**config.mk**
```make
export PLATFORM = sky130hd
export DESIGN_NAME = gpio_seq_ctrl
export DESIGN_NICKNAME = d
export VERILOG_FILES = /design/src/rtl/gpio_seq_ctrl.sv
export SDC_FILE = /design/constraint.sdc
export NUM_CORES = 1
export LEC_CHECK = 0
export BUFFER_PORTS_ARGS = -buffer_cell sky130_fd_sc_hd__buf_2
export CELL_PAD_IN_SITES_DETAIL_PLACEMENT = 2
export CELL_PAD_IN_SITES_GLOBAL_PLACEMENT = 2
export CORE_MARGIN = 3
export CORE_UTILIZATION = 49
export CTS_CLUSTER_DIAMETER = 120
export DETAILED_ROUTE_END_ITERATION = 7
export MAX_ROUTING_LAYER = met4
export PLACE_DENSITY_LB_ADDON = 0.1
export SETUP_SLACK_MARGIN = 0.5
export SLEW_MARGIN = 20
export SYNTH_ARGS = -nofsm -noshare
export SYNTH_HDL_FRONTEND = slang
export SYNTH_SLANG_ARGS = --single-unit
```
**constraint.sdc**
```tcl
create_clock -name pclk -period 11.3 [get_ports pclk]
set_clock_uncertainty 0.15 [all_clocks]
set_input_delay 0.565 -clock pclk [delete_from_list [all_inputs] [get_ports pclk]]
set_output_delay 0.565 -clock pclk [all_outputs]
set_load 0.01 [all_outputs]
```
**src/rtl/gpio_seq_ctrl.sv**
```systemverilog
// GPIO pin sequencer: buffers output steps in a FIFO and plays them onto the pads,
// holding each for a programmed count and sampling the synchronised pad inputs at each step end.
module gpio_seq_ctrl #(
    parameter int DATA_WIDTH = 16,
    parameter int DEPTH      = 8,
    parameter int HOLD_W     = 8
) (
    input  logic                    pclk,
    input  logic                    n_p_reset,
    input  logic                    step_valid,
    output logic                    step_ready,
    input  logic [DATA_WIDTH-1:0]   step_out,
    input  logic [DATA_WIDTH-1:0]   step_oe_n,
    input  logic [HOLD_W-1:0]       step_hold,
    input  logic                    start,
    input  logic                    abort,
    output logic                    busy,
    output logic                    done,
    output logic [$clog2(DEPTH):0]  fifo_level,
    output logic [DATA_WIDTH-1:0]   n_gpio_pin_oe,
    output logic [DATA_WIDTH-1:0]   gpio_pin_out,
    input  logic [DATA_WIDTH-1:0]   gpio_pin_in,
    output logic [DATA_WIDTH-1:0]   capture,
    output logic                    capture_valid
);

    localparam int AW = $clog2(DEPTH);
    localparam logic [AW:0] LVL_FULL = (AW+1)'(DEPTH);

    typedef enum logic {
        ST_IDLE,
        ST_RUN
    } state_t;

    state_t state, state_nxt;

    logic [DATA_WIDTH-1:0] mem_out  [DEPTH];
    logic [DATA_WIDTH-1:0] mem_oe_n [DEPTH];
    logic [HOLD_W-1:0]     mem_hold [DEPTH];

    logic [AW-1:0]         wr_ptr, rd_ptr;
    logic [AW:0]           level;
    logic [HOLD_W-1:0]     hold_cnt;
    logic [DATA_WIDTH-1:0] sync_p0, sync_in;
    logic                  fifo_empty, fifo_full;
    logic                  push, pop, done_set, cap_set;

    assign fifo_empty = (level == '0);
    assign fifo_full  = (level == LVL_FULL);
    assign step_ready = !fifo_full;
    assign fifo_level = level;
    assign busy       = (state == ST_RUN);
    // abort wins over everything, so a push in the abort cycle is dropped
    assign push       = step_valid && !fifo_full && !abort;

    // Pad input synchroniser
    always_ff @(posedge pclk or negedge n_p_reset) begin
        if (!n_p_reset) begin
            sync_p0 <= '0;
            sync_in <= '0;
        end else begin
            sync_p0 <= gpio_pin_in;
            sync_in <= sync_p0;
        end
    end

    // Step FIFO storage
    always_ff @(posedge pclk) begin
        if (push) begin
            mem_out[wr_ptr]  <= step_out;
            mem_oe_n[wr_ptr] <= step_oe_n;
            mem_hold[wr_ptr] <= step_hold;
        end
    end

    always_ff @(posedge pclk or negedge n_p_reset) begin
        if (!n_p_reset) begin
            wr_ptr <= '0;
            rd_ptr <= '0;
            level  <= '0;
        end else if (abort) begin
            wr_ptr <= '0;
            rd_ptr <= '0;
            level  <= '0;
        end else begin
            if (push)
                wr_ptr <= wr_ptr + 1'b1;
            if (pop)
                rd_ptr <= rd_ptr + 1'b1;
            case ({push, pop})
                2'b10:   level <= level + 1'b1;
                2'b01:   level <= level - 1'b1;
                default: level <= level;
            endcase
        end
    end

    // Sequencer FSM
    always_ff @(posedge pclk or negedge n_p_reset) begin
        if (!n_p_reset)
            state <= ST_IDLE;
        else
            state <= state_nxt;
    end

    always_comb begin
        state_nxt = state;
        pop       = 1'b0;
        done_set  = 1'b0;
        cap_set   = 1'b0;
        if (abort) begin
            state_nxt = ST_IDLE;
        end else begin
            case (state)
                ST_IDLE: begin
                    if (start) begin
                        if (!fifo_empty) begin
                            pop       = 1'b1;
                            state_nxt = ST_RUN;
                        end else begin
                            done_set  = 1'b1;
                        end
                    end
                end
                ST_RUN: begin
                    if (hold_cnt == '0) begin
                        cap_set = 1'b1;
                        if (!fifo_empty) begin
                            pop = 1'b1;
                        end else begin
                            done_set  = 1'b1;
                            state_nxt = ST_IDLE;
                        end
                    end
                end
                default: state_nxt = ST_IDLE;
            endcase
        end
    end

    // Pin drive, hold counter and capture
    always_ff @(posedge pclk or negedge n_p_reset) begin
        if (!n_p_reset) begin
            n_gpio_pin_oe <= '1;
            gpio_pin_out  <= '0;
            hold_cnt      <= '0;
            done          <= 1'b0;
            capture_valid <= 1'b0;
            capture       <= '0;
        end else begin
            done          <= done_set;
            capture_valid <= cap_set;
            if (cap_set)
                capture <= sync_in;
            if (abort) begin
                n_gpio_pin_oe <= '1;
                gpio_pin_out  <= '0;
                hold_cnt      <= '0;
            end else if (pop) begin
                gpio_pin_out  <= mem_out[rd_ptr];
                n_gpio_pin_oe <= mem_oe_n[rd_ptr];
                hold_cnt      <= mem_hold[rd_ptr];
            end else if (state == ST_RUN && hold_cnt != '0) begin
                hold_cnt <= hold_cnt - 1'b1;
            end
        end
    end

endmodule

```
==> impl_metrics.ini, run 1 <==
[global_routing]
grt_max_degree = 82
grt_antenna_before_repair = 5
grt_remaining_overflow = 0
grt_util_all_layers = 0.2509
grt_pass1_vias = 9785
grt_pass1_wl_um = 64030

[power]
p_switching_w = 0.001204
seqPwrFrac = 0.470
p_leak_nw = 6.478
p_per_area_nw_per_um2 = 223.9
power_frac_comb = 0.200
p_int_w = 0.002963
peakVddDrop_mv = 0.1454
p_sw_frac = 0.2889
power.share.clock = 0.330

[worst_setup_path]
cp_slowest_cell = o21ai_1
path_cells = inv_1, ha_1, or3b_2, o21ai_1, and3_1, ha_1, o21a_1, nor2_1, nor4b_1, or4_1, a21oi_1
critical_path.most_common_cell = ha_1
critPathMaxFanout = 12
critPathCaptureType = register
cp_num_buf_inv = 1
slowest_delay_ps = 650
worstPathRequired_ps = 11590
path_delay_family = simple AND/OR/NAND/NOR gates
cp-start-kind = register
r2r_slack_ps = 7570
crit_type = register to register
worst_ep_arrival_time_ps = 4020

[die]
core_um2 = 31800
ios = 117
die_area_um2 = 34770
fp.dieH_um = 186.5
die_x_um = 186.5
initial_core_util = 0.5019
num_rows = 65

[route]
dr.pass1.iters = 4
num_vias = 8367
via_per_inst = 5.770
drt-wirelength-per-cell_um = 28.69
drt_iter0_drc = 587
drc = 0
ant_nets = 0
wirelength_um = 41610

[synth]
yosys_warnings = 0
synth_top_family_by_area = multiplexers
syn-num-nets = 893
synth_xor_xnor_area_share = 0.004939
synth_edf_count = 320
ys_types = 58
synthFlopType = edfxtp_1
yosysSeqAreaShare = 0.7617
yosys.area_share.simple = 0.04367
synth_mux_area_frac = 0.1382
synth_fa_ha_area_frac = 0.004704
async_reset_ff_frac = 0.2399
ys_seq_elements = 421
synth_compound_area_frac = 0.03355
synth_area_per_cell_um2 = 19.32
syn_inst = 826
syn_area_um2 = 15960

[finish]
register_area_um2 = 12170
fin_cells = 1450
nets = 1044
drive_above_1_share = 0.3069
fin_util = 0.5854
syn2layout_area_growth_pct = 16.64
fillers = 2630
multi_input_area_um2 = 3655

[timing]
rsz0062_at_grt = no
setup_viol = 0
slew_headroom = 0.2928
slew_violations = 0
hold_ws_ps = 138.6
worstMarginPinSlew_ps = 1058
fin_crit_ps = 3734
fin_crit_sh = 0.3305
hold_viol = 0
fmax_mhz = 267.8
finalSetupTns_ps = 0

[min_path]
hold_path.class = primary input to register

[placed_design]
dp_hpwl_um = 22480
routabilityCongestion = 0.7317
placed_cells = 1349
portBuffers = 116

[clocking]
cts_resized = 0
ctsHoldBuffers = 17
clk_latency_ps = 550
cts_buffers = 44
postCtsSetupBuffers = 0
cts_root_buf = clkbuf_16
cts_buffer_depth = 3
h-tree-depth = 2
cts_tree = done
cts.sinks = 421
clk_pin_slew_worst_paths_ps = 70

[run]
drv_cap = 0

[outcome]
outcome = finished, final reports clean
metal layers:
layer	GRT usage	vias up	wire length, µm
met3	0.03926	62	1921
met1	0.3109	4519	16520
met4	0.06746	0	905
met2	0.4357	217	22260
li1	-	3569	-
met5	-	-	0
worst paths after layout:
path,start,to,cells after the start
max,hold_cnt[0],fifo_level[3],11
min,step_out[4],mem_out[7][4],1
max reg2reg,hold_cnt[0],fifo_level[3],11
min reg2reg,sync_p0[7],sync_in[7],0
max in group asynchronous,n_p_reset,rd_ptr[0],3
min in group asynchronous,n_p_reset,wr_ptr[0],2
power by group through the flow:
stage | Combinational (W) | Clock, W | Sequential (W)
after global routing | 0.000914 | 0.00147 | 0.00198
after floorplan | 0.000519 | 0 | 0.00197
after CTS | 0.000843 | 0.00141 | 0.00196
after detailed placement | 0.000817 | 0 | 0.00198
after global placement | 0.000766 | 0 | 0.00197
final | 0.000834 | 0.00138 | 0.00196
layout make-up:
class,instances,area share
Clock inverter,19,0.006452
Clock buffer,60,0.06627
Sequential cell,421,0.6535
Timing Repair Buffer,148,0.04671
Multi-Input combinational cell,358,0.1963
Tap cell,435,0.02924
Antenna cell,5,0.0006721
Inverter,4,0.0008066
cell usage in the layout, fill, tap and decap left out, types with 7 or more instances in the layout:
cell type | netlist | final
a211o_1 | 16 | 16
a211oi_1 | 17 | 17
a21oi_1 | 9 | 9
buf_2 | 16 | 115
buf_4 | 0 | 15
clkbuf_1 | 14 | 11
clkbuf_16 | 0 | 46
clkinv_1 | 1 | 10
clkinv_2 | 0 | 8
dfrtp_1 | 85 | 82
dfstp_2 | 16 | 16
dlygate4sd3_1 | 0 | 17
edfxtp_1 | 320 | 320
mux2i_1 | 37 | 37
mux4_2 | 80 | 80
nand2_1 | 61 | 61
nor2_1 | 59 | 52
nor2_4 | 0 | 7
xor2_1 | 7 | 7
per-stage QoR:
stage	power (W)	setup WS, ps	area, µm²
after floorplan	0.002485	6654	15960
after CTS	0.004209	7538	18600
after global routing	0.004361	7359	18610
after global placement	0.002733	7922	17080
final	0.004168	7566	18620
after detailed placement	0.002802	7617	17080
worst register-to-register path, cell delays in order, from the launching register on:
cell and delay, ps:
dfrtp_1 420, inv_1 110, ha_1 190, or3b_2 470, o21ai_1 650, and3_1 340, ha_1 290, o21a_1 140
nor2_1 100, nor4b_1 80, or4_1 520, a21oi_1 190
registers in the layout (all words and copies together), names as in the netlist:
register and cells:
hold_cnt 8, sync_p0 16, sync_in 16, rd_ptr 3, mem_oe_n 128, capture_valid 1, mem_out 128, capture 16
n_gpio_pin_oe 16, wr_ptr 3, mem_hold 64, gpio_pin_out 16, busy 1, done 1, fifo_level 4
kinds of logic (layout without fill, tap and decap cells):
group | Yosys count | count (layout)
buf+inv | 47 | 231
xor+xnor | 9 | 9
simple gates | 153 | 153
mux | 120 | 120
compound gates | 70 | 70
other cells | 0 | 5
fa+ha+maj | 6 | 6
flops | 421 | 421
Yosys cell counts (6+ instances only):
master / instances / area (µm²)
mux2i_1: 37 / 370.4
dfrtp_1: 85 / 2127
buf_2: 16 / 80.08
nor2_1: 59 / 221.5
edfxtp_1: 320 / 9609
a211oi_1: 17 / 127.6
a211o_1: 16 / 140.1
ha_1: 6 / 75.07
xor2_1: 7 / 61.31
clkbuf_1: 14 / 52.55
mux4_2: 80 / 1802
buf_1: 11 / 41.29
nand2_1: 61 / 229.0
dfstp_2: 16 / 420.4
a21oi_1: 9 / 45.04
No activity file was read; power rests on OpenSTA's default activity.
==> run 2, diff against run 1 <==
Settings changed: CORE_UTILIZATION 49 to 41.
Clock period 11.3 ns to 3.3 ns, I/O delays scaled along.
==> impl_metrics.ini, run 2 (synthesized netlist as in run 1, its figures left out) <==
[outcome]
outcome = finished, final reports clean

[worst_setup_path]
crit_type = register to register
worstPathRequired_ps = 3620
path_delay_family = simple AND/OR/NAND/NOR gates
slowest_delay_ps = 590
critPathCaptureType = register
worst_ep_arrival_time_ps = 3130
path_cells = or4b_4, a21oi_4, and3_4, ha_4, o21a_1, nor2_1, nor4b_1, or4_1, a21oi_2
cp_num_buf_inv = 0
cp_slowest_cell = or4b_4
critPathMaxFanout = 8
cp-start-kind = register

[placed_design]
routabilityCongestion = 0.7967
dp_hpwl_um = 22910
portBuffers = 116
dp_slack_ps = 234.0

[timing]
fin_crit_ps = 2811
rsz0062_at_grt = yes
setup_viol = 0
hold_viol = 0
slew_violations = 0
postLayoutSetupSlackWorst_ps = 488.6
slew_headroom = 0.4479
fmax_mhz = 355.7
finalSetupTns_ps = 0
hold_ws_ps = 97.42
worstMarginPinSlew_ps = 828.1
fin_crit_sh = 0.8519

[finish]
final_cell_mix = edfxtp_1, buf_2, mux4_2
fin_util = 0.5155
mostFrequentLayoutCell = edfxtp_1
syn2layout_area_growth_pct = 22.80
reg_top3 = mem_oe_n x128, mem_out x128, mem_hold x64
drive_above_1_share = 0.3268
nets = 1107
fillers = 3386

[route]
drc = 0
drt_iter0_drc = 419
ant_nets = 0
drt-wirelength-per-cell_um = 25.29
wirelength_um = 40190
num_vias = 8394
dr.pass1.iters = 4
via_per_inst = 5.283

[global_routing]
grt_pass1_wl_um = 62360
grt_pass1_vias = 9922
grt_remaining_overflow = 0
grt_util_all_layers = 0.2063
grt_max_degree = 58
grt_antenna_before_repair = 1

[die]
initial_core_util = 0.4198
core_um2 = 38020
fp.dieH_um = 203.3
ios = 117
num_rows = 71
die_area_um2 = 41330
die_x_um = 203.3

[run]
drv_cap = 0

[clocking]
cts_tree = done
cts.sinks = 421
clk_pin_slew_worst_paths_ps = 60
cts_root_buf = clkbuf_16
clk_latency_ps = 570
cts_buffer_depth = 3
h-tree-depth = 2
cts_buffers = 46

[power]
fin_total_pwr_w = 0.01480
p_leak_nw = 6.816
p_per_area_nw_per_um2 = 754.9
peakVddDrop_mv = 0.4920

[min_path]
hold_path.class = primary input to register
-- run 2: changes by cell type in the layout (fill, tap and decap cells not counted), moves of 4 or more --
cell           before  now
buf_12              0    8
buf_4              15   26
clkinvlp_4          0    5
dfrtp_1            82   78
dfrtp_2             1    5
diode_2             5    1
dlygate4sd3_1      17   60
-- run 2: worst paths after layout --
path	slack [ps]	start	to	cells past startpoint
worst max-delay path	490	fifo_level[0]	fifo_level[3]	9
worst min-delay path	100	gpio_pin_in[11]	sync_p0[11]	2
worst max register to register	490	fifo_level[0]	fifo_level[3]	9
worst min register to register	200	sync_p0[5]	sync_in[5]	0
max in group asynchronous	2000	n_p_reset	sync_p0[9]	3
min in group asynchronous	130	n_p_reset	hold_cnt[4]	2
-- run 2: final cells by class --
| cell class | count | area (µm²) | area share |
|---|---|---|---|
| sequential | 421 | 12170 | 0.6209 |
| clock buffer | 59 | 1261 | 0.06435 |
| clock inverter | 26 | 244.0 | 0.01245 |
| timing repair buffer | 209 | 1531 | 0.07814 |
| inverter | 4 | 15.01 | 0.0007660 |
| tap | 511 | 639.4 | 0.03262 |
| antenna | 1 | 2.502 | 0.0001277 |
| multi-input combinational | 358 | 3736 | 0.1906 |
-- run 2: power by group --
part / leakage, nW / internal [W] / switching [W]
clock: 0.723 / 0.00302 / 0.00207
combinational: 1.97 / 0.00137 / 0.00165
sequential: 4.12 / 0.00625 / 0.000440
total: 6.82 / 0.0106 / 0.00416
-- run 2: routing by layer --
| layer | GRT usage | wire length, µm |
|---|---|---|
| met1 | 0.2605 | 16820 |
| met2 | 0.3514 | 21080 |
| met3 | 0.03400 | 1495 |
| met4 | 0.05285 | 792 |
| met5 | - | 0 |
-- run 2: per-stage QoR --
step	cell area (µm²)	std cells
6_report	19600	1589
2_1_floorplan	16020	826
3_5_place_dp	17380	1436
5_1_grt	19600	1589
4_1_cts	19570	1588
3_3_place_gp	17380	1436
-- run 2: timing repair --
action	in CTS	in global routing
setup buffers	7	0
endpoints found under the setup margin	2	63
pin swaps	5	1
hold endpoints to repair	393	0
resized for setup	5	6
hold buffers	60	0
==> run 3, diff against run 2 <==
Settings changed: RECOVER_POWER set to 100.
==> impl_metrics.ini, run 3 (synthesized netlist as in run 1, its figures left out) <==
[min_path]
hold_path.class = primary input to register
min_from = gpio_pin_in[11]
hold_depth = 2

[finish]
register_area_um2 = 12160
multi_input_area_um2 = 3664
drive_above_1_share = 0.2210
mostFrequentLayoutCell = edfxtp_1
fin_cells = 1589
syn2layout_area_growth_pct = 21.27
stdcell_area_um2 = 19350
final_cell_mix = edfxtp_1, clkbuf_1, dfrtp_1
nets = 1107
reg_top3 = mem_oe_n x128, mem_out x128, mem_hold x64
fin_util = 0.5091
fillers = 3444

[clocking]
cts_tree = done
cts.sinks = 421
clk_pin_slew_worst_paths_ps = 60
cts_buffers = 46
cts_buffer_depth = 3
cts_root_buf = clkbuf_16
clk_latency_ps = 560
h-tree-depth = 2

[timing]
fin_crit_sh = 0.9015
postLayoutSetupSlackWorst_ps = 324.9
setup_viol = 0
hold_viol = 0
finalSetupTns_ps = 0
slew_violations = 58
worstMarginPinSlew_ps = 1608
fmax_mhz = 336.1
rsz0062_at_grt = yes
fin_crit_ps = 2975
slew_headroom = -0.07210

[global_routing]
grt_antenna_before_repair = 1
grt_util_all_layers = 0.2063
grt_max_degree = 58
grt_pass1_vias = 9922
grt_remaining_overflow = 0
grt_pass1_wl_um = 62360

[die]
fp.dieH_um = 203.3
num_rows = 71
die_area_um2 = 41330
core_um2 = 38020
die_x_um = 203.3
initial_core_util = 0.4198
ios = 117

[placed_design]
dp_hpwl_um = 22910
routabilityCongestion = 0.7967
dp_slack_ps = 234.0
placed_cells = 1436
portBuffers = 116
placed_area_um2 = 17380

[outcome]
violations = capacitance limit, slew limit
outcome = complete, but fails checks

[worst_setup_path]
critPathCaptureType = register
endpoint = fifo_level[3]
worstPathRequired_ps = 3610
r2r_slack_ps = 320
reg2reg_to = fifo_level[3]
worst_ep_arrival_time_ps = 3280
crit_start = fifo_level[1]
worstReg2RegStart = fifo_level[1]
crit_type = register to register
critPathMaxFanout = 9
cp-start-kind = register
reg2reg_depth = 9

[power]
peakVddDrop_mv = 0.4910
p_leak_nw = 6.499
p_per_area_nw_per_um2 = 757.7

[route]
drt-wirelength-per-cell_um = 25.29
drc = 0
wirelength_um = 40180
num_vias = 8443
dr.pass1.iters = 4
via_per_inst = 5.313
ant_nets = 0
drt_iter0_drc = 386

[run]
drv_cap = 1
==> run 3: cell types whose count changed in the layout (fill, tap and decap cells not counted), sizes merged <==
cell and change:
clkbuf +107, buf -107
==> run 3: worst min path at each step <==
stage             endpoint  slack (ps)
5_1_grt        sync_p0[11]          70
2_1_floorplan         busy        -280
3_5_place_dp    sync_p0[7]         130
4_1_cts         sync_p0[7]          70
3_3_place_gp   sync_p0[14]         130
6_report       sync_p0[11]         100
==> run 3: final cells by class <==
cell class / instances / area share
clock buffer: 59 / 0.06516
clock inverter: 26 / 0.01261
multi-input combinational: 358 / 0.1893
tap: 511 / 0.03303
sequential: 421 / 0.6284
antenna: 1 / 0.0001293
inverter: 4 / 0.0007757
timing repair buffer: 209 / 0.07066
==> run 3: layer usage <==
metal | global-route usage | vias to the layer above | routed length [µm]
li1 | - | 3695 | -
met5 | - | - | 0
met4 | 0.05285 | 0 | 882
met2 | 0.3514 | 167 | 20910
met1 | 0.2605 | 4521 | 16890
met3 | 0.03400 | 60 | 1490
==> run 3: per-stage QoR <==
stage,hold slack (ps),power (W)
2_1_floorplan,-280.6,0.008531
3_5_place_dp,125.7,0.009727
6_report,99.84,0.01467
5_1_grt,68.50,0.01542
3_3_place_gp,125.4,0.009507
4_1_cts,66.63,0.01500
==> run 3: timing repair <==
action                                 in CTS  in global routing
pin swaps                                   5                  1
buffers inserted                            7                  0
cloned                                      0                  0
hold buffers                               60                  0
endpoints found under the hold margin     393                  0
setup endpoints to repair                   2                 63
gates resized for setup                     5                  6
==> run 3: worst max-delay path: stages (launching register included) <==
cell	delay, ps
dfrtp_1	490
or4b_1	590
a21oi_1	270
and3_4	260
ha_4	210
o21a_1	100
nor2_1	90
nor4b_1	70
or4_1	490
a21oi_2	160
==> run 3: power by group <==
group	total (W)	internal [W]	switching, W
clock network	0.00508	0.00302	0.00207
registers	0.00669	0.00624	0.000449
logic	0.00289	0.00126	0.00163
total	0.0147	0.0105	0.00415
